**src/rtl/instr_fetch_unit.sv**
```systemverilog
// Fetch stage: owns the PC, issues one instruction-memory read at a time and
// hands the fetched word to decode, dropping responses made stale by redirects.
module instr_fetch_unit #(
    parameter int                ADDR_W   = 64,
    parameter int                INSTR_W  = 32,
    parameter logic [ADDR_W-1:0] RESET_PC = '0,
    parameter int                CNT_W    = 32
) (
    input  logic               clk,
    input  logic               arst_n,
    input  logic               enable,
    output logic               imem_req,
    output logic [ADDR_W-1:0]  imem_addr,
    input  logic               imem_rvalid,
    input  logic [INSTR_W-1:0] imem_rdata,
    input  logic               redirect_valid,
    input  logic [ADDR_W-1:0]  redirect_pc,
    output logic               instr_valid,
    input  logic               instr_ready,
    output logic [INSTR_W-1:0] instr,
    output logic [ADDR_W-1:0]  instr_pc,
    output logic [6:0]         opcode,
    output logic [CNT_W-1:0]   fetch_count,
    output logic [2:0]         dbg_state
);

    // Handshake: a word moves to decode in any cycle where instr_valid and
    // instr_ready are both high; instr/instr_pc stay stable until then.
    typedef enum logic [2:0] {
        IDLE  = 3'd0,
        REQ   = 3'd1,
        WAIT  = 3'd2,
        HOLD  = 3'd3,
        DRAIN = 3'd4
    } state_t;

    state_t             state_q, state_d;
    logic [ADDR_W-1:0]  pc_q, pc_d;
    logic [INSTR_W-1:0] instr_q, instr_d;
    logic [ADDR_W-1:0]  instr_pc_q, instr_pc_d;
    logic [CNT_W-1:0]   cnt_q, cnt_d;
    logic [ADDR_W-1:0]  redirect_tgt;
    state_t             resume_state;

    assign redirect_tgt = redirect_pc & ~{{(ADDR_W-2){1'b0}}, 2'b11};
    assign resume_state = enable ? REQ : IDLE;

    always_ff @(posedge clk or negedge arst_n) begin
        if (!arst_n) begin
            state_q    <= IDLE;
            pc_q       <= RESET_PC;
            instr_q    <= '0;
            instr_pc_q <= '0;
            cnt_q      <= '0;
        end else begin
            state_q    <= state_d;
            pc_q       <= pc_d;
            instr_q    <= instr_d;
            instr_pc_q <= instr_pc_d;
            cnt_q      <= cnt_d;
        end
    end

    always_comb begin
        state_d    = state_q;
        pc_d       = pc_q;
        instr_d    = instr_q;
        instr_pc_d = instr_pc_q;
        cnt_d      = cnt_q;
        case (state_q)
            IDLE: begin
                if (enable) state_d = REQ;
            end
            REQ: state_d = WAIT;
            WAIT: begin
                if (imem_rvalid) begin
                    instr_d    = imem_rdata;
                    instr_pc_d = pc_q;
                    pc_d       = pc_q + ADDR_W'(4);
                    state_d    = HOLD;
                end
            end
            HOLD: begin
                if (instr_ready) begin
                    cnt_d   = cnt_q + CNT_W'(1);
                    state_d = resume_state;
                end
            end
            DRAIN: begin
                if (imem_rvalid) state_d = resume_state;
            end
            default: state_d = IDLE;
        endcase

        // A redirect wins over the normal flow; any word in flight becomes stale.
        if (redirect_valid) begin
            pc_d = redirect_tgt;
            case (state_q)
                IDLE: state_d = IDLE;
                REQ:  state_d = DRAIN;
                WAIT: begin
                    instr_d    = instr_q;
                    instr_pc_d = instr_pc_q;
                    state_d    = imem_rvalid ? resume_state : DRAIN;
                end
                HOLD: state_d = resume_state;
                default: ;
            endcase
        end
    end

    assign imem_req    = (state_q == REQ);
    assign imem_addr   = (state_q == REQ) ? pc_q : '0;
    assign instr_valid = (state_q == HOLD);
    assign instr       = instr_q;
    assign instr_pc    = instr_pc_q;
    assign opcode      = instr_q[6:0];
    assign fetch_count = cnt_q;
    assign dbg_state   = state_q;

endmodule

```
**config.mk**
```make
export PLATFORM = sky130hd
export DESIGN_NAME = instr_fetch_unit
export DESIGN_NICKNAME = d
export VERILOG_FILES = /design/src/rtl/instr_fetch_unit.sv
export SDC_FILE = /design/constraint.sdc
export NUM_CORES = 1
export LEC_CHECK = 0
export CAP_MARGIN = 25
export CORE_MARGIN = 2
export CORE_UTILIZATION = 55
export CTS_BUF_LIST = sky130_fd_sc_hd__clkbuf_16
export CTS_CLUSTER_DIAMETER = 50
export DETAILED_ROUTE_END_ITERATION = 8
export DONT_BUFFER_PORTS = 1
export PLACE_DENSITY = 0.78
export SYNTH_ARGS = -nofsm -noshare
export SYNTH_HDL_FRONTEND = slang
export SYNTH_SLANG_ARGS = --single-unit
```
**constraint.sdc**
```tcl
create_clock -name clk -period 2.86 [get_ports clk]
set_input_delay 0 -clock clk [delete_from_list [all_inputs] [get_ports clk]]
set_output_delay 0 -clock clk [all_outputs]
set_load 0.1 [all_outputs]
```
## Word level (Yosys, flattened, before mapping)

Cells that the tools add are included.

| cells by class | value |
|---|---|
| add/sub/neg operators | 2 |
| equal/unequal tests | 5 |
| mux-type cells | 21 |
| reductions and logical operators | 5 |

Operators with widths:

| cell | count |
|---|---|
| 64-bit 2-to-1 mux | 8 |
| 32-bit 2-to-1 mux | 4 |
| 64-bit by 3-bit adder with 64-bit output (second input constant) | 1 |
| 32-bit by 1-bit adder with 32-bit output (second input constant) | 1 |
| 3-bit 2-to-1 mux | 6 |
| 3-bit case mux with 5 select lines | 1 |
| 3-bit case mux with 4 select lines | 1 |
| 3-bit by 2-bit equality test with 1-bit output (second input constant) | 2 |
| 2-bit AND reduction | 2 |
| 2-bit nonzero test | 2 |
| 3-bit by 1-bit equality test with 1-bit output (second input constant) | 1 |
| 3-bit equality test (second input constant) | 1 |
| 3-bit logical NOT | 1 |
| 2-bit inequality test (second input constant) | 1 |
| 1-bit 2-to-1 mux | 1 |

| storage, ports and cells | value |
|---|---|
| bits in registers | 195 |
| input port bits | 102 |
| output and inout port bits | 204 |
| word-level logic and storage cells | 38 |

## Depth between registers and ports, before layout

Gate-level depths: netlist (run 1).

| depth | value |
|---|---|
| depth after elaboration | 5 |
| depth in mapped cells | 9 |

## Worst setup path after synthesis (run 1)

OpenSTA, ideal clock, no wires.

| timing | value |
|---|---|
| path kind | register -> output |
| start point | reg state_q[0], in the netlist dbg_state[0] |
| end point | out imem_addr[54] |
| arrival time | 3654 ps |
| data required time | 2860 ps |
| setup slack | -794 ps |
| cell stages (with the launch flop) | 5 |
| buffers on the path | 2 |
| path through | dfrtp_1 clkbuf_1 nor3b_1 clkbuf_1 and2_1 |

| on the way | value |
|---|---|
| word-level cells in the longest chain between the ends | 2 |

Ends and longest elaborated chain:

| item | RTL line | RTL |
|---|---|---|
| start: declaration | 37 | `state_t state_q, state_d;` |
| start signal: assignment | 56 | `state_q <= state_d;` |
| 3-bit by 1-bit equality test with 1-bit output | -- |  |
| via imem_req | 12 | `output logic imem_req,` |
| 64-bit 2-to-1 mux | 113 | `assign imem_addr = (state_q == REQ) ? pc_q : '0;` |
| end: declaration | 13 | `output logic [ADDR_W-1:0] imem_addr,` |

The timed path passes the listed nets, and every way through them passes these cells.

## Final worst setup path (run 1)

| timing | value |
|---|---|
| start point | reg pc_q[6] |
| end point | reg pc_q[26] |

| on the way | value |
|---|---|
| word-level cells in the longest chain between the ends | 4 |

Ends and longest elaborated chain:

| item | RTL line | RTL |
|---|---|---|
| start: declaration | 38 | `logic [ADDR_W-1:0] pc_q, pc_d;` |
| start signal: assignment | 57 | `pc_q <= pc_d;` |
| 64-bit by 3-bit adder with 64-bit output | 79 | `pc_d = pc_q + ADDR_W'(4);` |
| 64-bit 2-to-1 mux | 76 | `if (imem_rvalid) begin` |
| 64-bit 2-to-1 mux | 70 | `case (state_q)` |
| 64-bit 2-to-1 mux | 96 | `if (redirect_valid) begin` |

No other way between the ends. The select of a mux whose other input is x is not followed.
A chain may end at the register's enable or synchronous reset.

==> metrics, run 1 <==
CP cell instances and4_2, nand4_4, buf_4, or2_0, xnor2_2, o21ai_0, dlygate4sd3_1; CTS clk-pin slew, worst paths 0.07 ns; leakage power total 5.24 nW; critical path startpoint category register; Die Height 134 um; #FFs+latches synth 191; GR Util met3 0.0903; DR iter-0 viols 544; final setup fails 0; FF-to-FF Start pc_q[6]; grt total ovfl 0; min Tclk post-route 2.70 ns; initial antenna violation count 1; CTS tree yes; maximum vdd ir drop 0.835 mV; Hold Path Class primary input to async pin; largest net degree at the start of global routing 192; Initial Util 0.564; vias in the first global route 7603; Placed Area 0.0103 mm2; Mapped Cells 874; R2R Path End pc_q[26]; failing checks hold timing; Pre-Repair DR Iteration Count 5; worst reg2reg path depth 7; I/O pin count 306; Syn Area/Cell 10.7 um2; RePlAce Congestion 0.853; Final Hold Viols 191; clk root buf clkbuf_16; global-route wire length before repair 41500 um; R2R Setup Slk 0.16 ns; Die X 134 um; final setup margin 0.158 ns; port bufs 0; status complete, but fails checks; Setup WS pre-CTS 0.224 ns; number of fill cells 1089; total of warnings raised by yosys 0; Longest Clk Path Bufs 2; pwr dens 1190 mW/mm2; Final nets 1184; largest area contributor in the netlist dfrtp_1; sequential area share after synthesis 0.511; WL/cell 20.6 um; Final Instance Area 0.0122 mm2; CTS H-tree depth 4; antenna-violating nets left 0; Yosys top cell area share 0.511; Remaining DRCs 0; Post-DP HPWL 17200 um; fmax 0.370 GHz; Most Used Layer, Global Route met2; Num CTS Buffers 17; Area contributors post-synth dfrtp_1 (51%), mux2_2 (12%), and2_1 (4.5%); Core Box Area 0.0166 mm2; GR Util met2 0.501; Worst-Skew Late Latency 0.43 ns; clock skew 0.00833 ns; die area 0.0181 mm2; final hold slack -0.740 ns; Critical Path AT 3.07 ns; Area Growth Syn to Fin 30.2%; Slowest Stage Delay on Critical Path 0.57 ns; Via Count 7800; CP Capture Type register; CTS Sinks 191; Setup CP Type register to register; Post-CTS Hold Fix Bufs 133; layout cells sized above 1 0.251; Total GRT Usage 0.296; Max Slew Vio Count 0; Tcrit/Tclk final 0.945; Worst-Margin Slew 0.964 ns; Slew HR 0.358; row count 47; CP Max Fanout 9; met1 Use GR 0.356; synth unique cells 51; CP Data Required Time 3.23 ns; Vias/cell 5.93; post-synthesis cell area 0.00935 mm2; # Post-CTS Setup Buffers 0; drt total wl 27100 um; max_cap viols 0; slowest CP cell dlygate4sd3_1
## synth_stat cells, drive strengths merged
| library cell | n |
|---|---|
| and4 | 12 |
| dfrtp | 191 |
| nor3 | 18 |
| o21ai | 39 |
| a21oi | 2 |
| or2 | 2 |
| nand3b | 1 |
| a221oi | 1 |
| and3 | 9 |
| a31o | 2 |
| or4b | 1 |
| a221o | 2 |
| nor4bb | 1 |
| xnor2 | 40 |
| nor4b | 2 |
| nand4 | 27 |
| inv | 14 |
| nor4 | 13 |
| nand4bb | 2 |
| nor2 | 44 |
| o31ai | 11 |
| o211ai | 1 |
| nand2 | 72 |
| or3 | 7 |
| clkbuf | 37 |
| a22oi | 4 |
| nand2b | 2 |
| conb | 1 |
| o41ai | 2 |
| or4 | 20 |
| nand4b | 3 |
| a31oi | 22 |
| buf | 25 |
| nor2b | 7 |
| nor3b | 2 |
| ha | 2 |
| xor2 | 24 |
| o22ai | 2 |
| mux2i | 2 |
| nand3 | 40 |
| mux2 | 98 |
| and2 | 67 |
## critical path: cells and delay by family, from the launching register on
kind / cells / cell delay, ns
xor+xnor: 1 / 0.24
flops: 1 / 0.46
buf+inv: 2 / 0.78
simple gates: 3 / 0.95
compound gates: 1 / 0.22
## how the worst max path moves through the flow
stage | from | end | depth (start not counted)
floorplan | dbg_state[1] | pc_q[51] | 7
global placement | dbg_state[0] | pc_q[43] | 5
detailed placement | pc_q[6] | pc_q[41] | 5
CTS | dbg_state[0] | pc_q[36] | 8
global route | pc_q[6] | pc_q[26] | 7
finish | pc_q[6] | pc_q[26] | 7
## kinds of logic (layout without fill, tap and decap cells)
family          count (synthesis)  after routing  synth area share
other cells                     1              6          0.000401
buf+inv                        76            292            0.0375
simple gates                  352            352             0.211
mux                           100            100             0.120
xor+xnor                       64             64            0.0599
flops                         191            191             0.511
compound gates                 88             88            0.0577
fa+ha+maj                       2              2           0.00268
## cell type report
class / count / area, um2 / area share
antenna: 2 / 5.00 / 0.000411
clock buffer: 17 / 425 / 0.0349
clock inverter: 15 / 118 / 0.00966
inverter: 14 / 52.6 / 0.00432
multi-input combinational: 610 / 4280 / 0.352
sequential: 191 / 4790 / 0.393
tap: 220 / 275 / 0.0226
timing repair buffer: 246 / 2230 / 0.183
## what timing repair did
action	in CTS	in global routing
resized for setup	0	4
setup endpoints to repair	0	2
hold endpoints to repair	291	191
## registers in the layout, summed over array words and instances (netlist names)
name / flops
fetch_count: 32
instr: 32
pc_q: 62
dbg_state: 3
instr_pc: 62
## metrics by stage
step                       util  setup TNS, ns  std cells  power (mW)
final                     0.734              0       1315        14.5
after floorplan               -              0        877        11.3
after CTS                 0.733              0       1313        14.5
after global routing      0.734       -0.00893       1314        14.9
after global placement    0.619              0       1148        12.0
after detailed placement  0.619              0       1148        12.1
## layout by cell type, fill, tap and decap left out, types with 11 or more instances in the layout
| master | netlist | layout |
|---|---|---|
| or4_1 | 20 | 20 |
| dlygate4sd3_1 | 0 | 132 |
| and2_1 | 67 | 58 |
| nand4_1 | 24 | 24 |
| buf_4 | 15 | 111 |
| nand2_1 | 72 | 72 |
| nand3_1 | 39 | 39 |
| nor3_1 | 18 | 18 |
| a31oi_1 | 22 | 22 |
| xnor2_1 | 40 | 39 |
| o21ai_0 | 36 | 36 |
| nor4_1 | 13 | 13 |
| o31ai_1 | 11 | 11 |
| dfrtp_1 | 191 | 182 |
| clkbuf_16 | 0 | 18 |
| nor2_1 | 44 | 43 |
| mux2_2 | 98 | 98 |
| xor2_1 | 24 | 24 |
| inv_1 | 13 | 14 |
## routing by layer
layer	up-vias	part of all wire
met2	390	0.51
li1	3513	-
met5	-	0
met1	3840	0.38
met4	0	0.029
met3	57	0.089
## where the power goes
group / switching [mW] / internal [mW]
combinational: 2.78 / 1.18
clock: 1.05 / 1.19
sequential: 5.00 / 3.33
Power figures use the tool's default switching activity.
==> run 2: changes to the inputs <==
CELL_PAD_IN_SITES_DETAIL_PLACEMENT = 0   (was not set)
CELL_PAD_IN_SITES_GLOBAL_PLACEMENT = 1   (was not set)
CORE_ASPECT_RATIO = 0.5   (was not set)
CORE_UTILIZATION = 48   (was 55)
PLACE_DENSITY = 0.87   (was 0.78)
SKIP_LAST_GASP = 1   (was not set)
==> run 2 against run 1 <==
Against the previous run:
- the run still ends with hold timing left
- worst setup slack better by 0.0025 ns
- first-iteration DRC count shrank 24%
- power barely moved
- clock power rose by 3%
- combinational power up 8.8%
- critical endpoint is now pc_q[63]
- largest power group unchanged
==> metrics, run 2 (synthesis gave the netlist of run 1 again) <==
# Post-CTS Setup Buffers 0 (unchanged); Worst-Skew Late Latency 0.44 ns (about the same); CP Capture Type register; CTS H-tree depth 4 (unchanged); clk root buf clkbuf_16; Longest Clk Path Bufs 2 (unchanged); largest net degree at the start of global routing 192 (unchanged); row count 36 (-23%); Setup CP Type register to register; critical path startpoint category register; Pre-Repair DR Iteration Count 5 (unchanged); Post-DP HPWL 17200 um (+0.32%); DR iter-0 viols 412 (-24%); vias in the first global route 7604 (+0.013%); Critical Path AT 3.06 ns (about the same); Via Count 7633 (-2.1%); CTS clk-pin slew, worst paths 0.07 ns (about the same); CP Data Required Time 3.22 ns (about the same); Remaining DRCs 0 (unchanged); final setup fails 0 (unchanged); I/O pin count 306 (unchanged); Hold Path Class primary input to async pin; R2R Setup Slk 0.16 ns (about the same); RSZ-0062 raised after global routing false; Core Box Area 0.0193 mm2 (+16%); Final Core Density 0.641 (-0.0933); pwr dens 1180 mW/mm2 (-1.4%); Vias/cell 5.56 (-6.3%); Max Slew Vio Count 0 (unchanged); max_cap viols 0 (unchanged); failing checks hold timing; min Tclk post-route 2.70 ns (-0.00251 ns); antenna-violating nets left 0 (unchanged); final hold slack -0.749 ns (-0.00913 ns); grt total ovfl 0 (unchanged); status complete, but fails checks; Net Sw Frac 0.604 (-0.00327); WL/cell 19.1 um (-7.2%); drt total wl 26300 um (-3.1%); Final Hold Viols 191 (unchanged); Tcrit/Tclk final 0.944 (about the same); die area 0.0207 mm2 (+15%); Worst-Margin Slew 0.944 ns (-0.0201 ns); R2R Path End pc_q[63]; Die Height 103 um (-24%); worst reg2reg path depth 6 (-1); CP Max Fanout 9 (unchanged); overall power 14.5 mW (about the same); initial antenna violation count 1 (unchanged); clock skew 0.00878 ns (+0.000442 ns); number of fill cells 1481 (+36%); Die X 201 um (+50%); Initial Util 0.485 (-0.0788); Final nets 1199 (+1.3%); Num CTS Buffers 17 (unchanged); most frequent cells in the layout dfrtp_1 (182), dlygate4sd3_1 (141), buf_4 (117), mux2_2 (98), nand2_1 (72); Sw Pwr 8.78 mW (-0.46%); P_int 5.75 mW (+0.91%); clock power share 0.158 (+0.003); Total GRT Usage 0.252 (-0.0435); RePlAce Congestion 0.838 (-1.7%); CTS tree yes; leakage power total 5.31 nW (+1.2%); global-route wire length before repair 41000 um (-1.3%); layout cells sized above 1 0.252 (+0.00112); port bufs 0 (unchanged); CTS Sinks 191 (unchanged); Area Growth Syn to Fin 32.1%; Setup TNS 0 ns (unchanged); sequential share of power 0.545 (-0.028); Slew HR 0.371 (+0.0134); Diodes inserted 0 (-2); Gate power share 0.297 (+0.025); fmax 0.370 GHz (about the same); commonest non-fill, non-tap cell in the layout dfrtp_1; Post-CTS Hold Fix Bufs 142 (+6.8%); FF-to-FF Start dbg_state[0]; maximum vdd ir drop 0.760 mV (-9.0%)
## run 2: cell types whose count changed in the layout (fill, tap and decap cells not counted), sizes merged
cell,change
buf,+7
inv,-1
diode,-2
clkinvlp,+1
dlygate4sd3,+9
clkbuf,-1
## run 2: cell type report
| class | count | area, um2 | share of cell area |
|---|---|---|---|
| sequential | 191 | 4790 | 0.388 |
| multi-input combinational | 610 | 4270 | 0.345 |
| timing repair buffer | 261 | 2360 | 0.191 |
| clock buffer | 17 | 425 | 0.0344 |
| tap | 266 | 333 | 0.0269 |
| clock inverter | 15 | 124 | 0.0100 |
| inverter | 14 | 52.6 | 0.00425 |
## run 2: metrics by stage
stage | instance area, um2 | cells | setup slack [ns]
after floorplan | 9380 | 877 | 0.0400
after global placement | 10400 | 1200 | 0.304
after detailed placement | 10400 | 1200 | 0.223
after CTS | 12400 | 1374 | 0.137
after global routing | 12400 | 1374 | 0.0102
final | 12400 | 1374 | 0.161
## run 2: timing repair
action                                  4_1_cts  5_1_grt
endpoints found under the hold margin       291      191
resized for setup                             0        3
endpoints found under the setup margin        0        1
## run 2: worst max path at each step
stage / end / slack (ns) / depth (start not counted) / startpoint
after global routing: pc_q[32] / 0.01 / 8 / dbg_state[0]
after global placement: pc_q[43] / 0.30 / 6 / pc_q[10]
after floorplan: pc_q[51] / 0.04 / 7 / dbg_state[1]
after CTS: pc_q[26] / 0.14 / 7 / pc_q[10]
after detailed placement: pc_q[63] / 0.22 / 6 / dbg_state[0]
final: pc_q[63] / 0.16 / 6 / dbg_state[0]
## run 2: power by group through the flow
stage / Clock [mW] / Combinational [mW] / Sequential, mW
6_report: 2.30 / 4.31 / 7.92
4_1_cts: 2.33 / 4.31 / 7.92
5_1_grt: 2.46 / 4.48 / 8.02
2_1_floorplan: 0 / 2.79 / 8.53
3_3_place_gp: 0 / 4.05 / 7.93
3_5_place_dp: 0 / 4.11 / 7.98
## run 2: worst max-delay path, cell delays in order, from the launching register on
cell and delay [ns]:
dfrtp_2 0.41, nor4bb_2 0.41, buf_4 0.25, nand3_2 0.13
or4_1 0.69, or4_1 0.56, a31oi_1 0.17
## run 2: layer usage
metal / GRT usage / routed length (um) / vias up
li1: - / - / 3525
met3: 0.0559 / 1600 / 33
met2: 0.422 / 13000 / 244
met4: 0.0758 / 375 / 2
met1: 0.336 / 11300 / 3829
met5: 0 / 13 / -
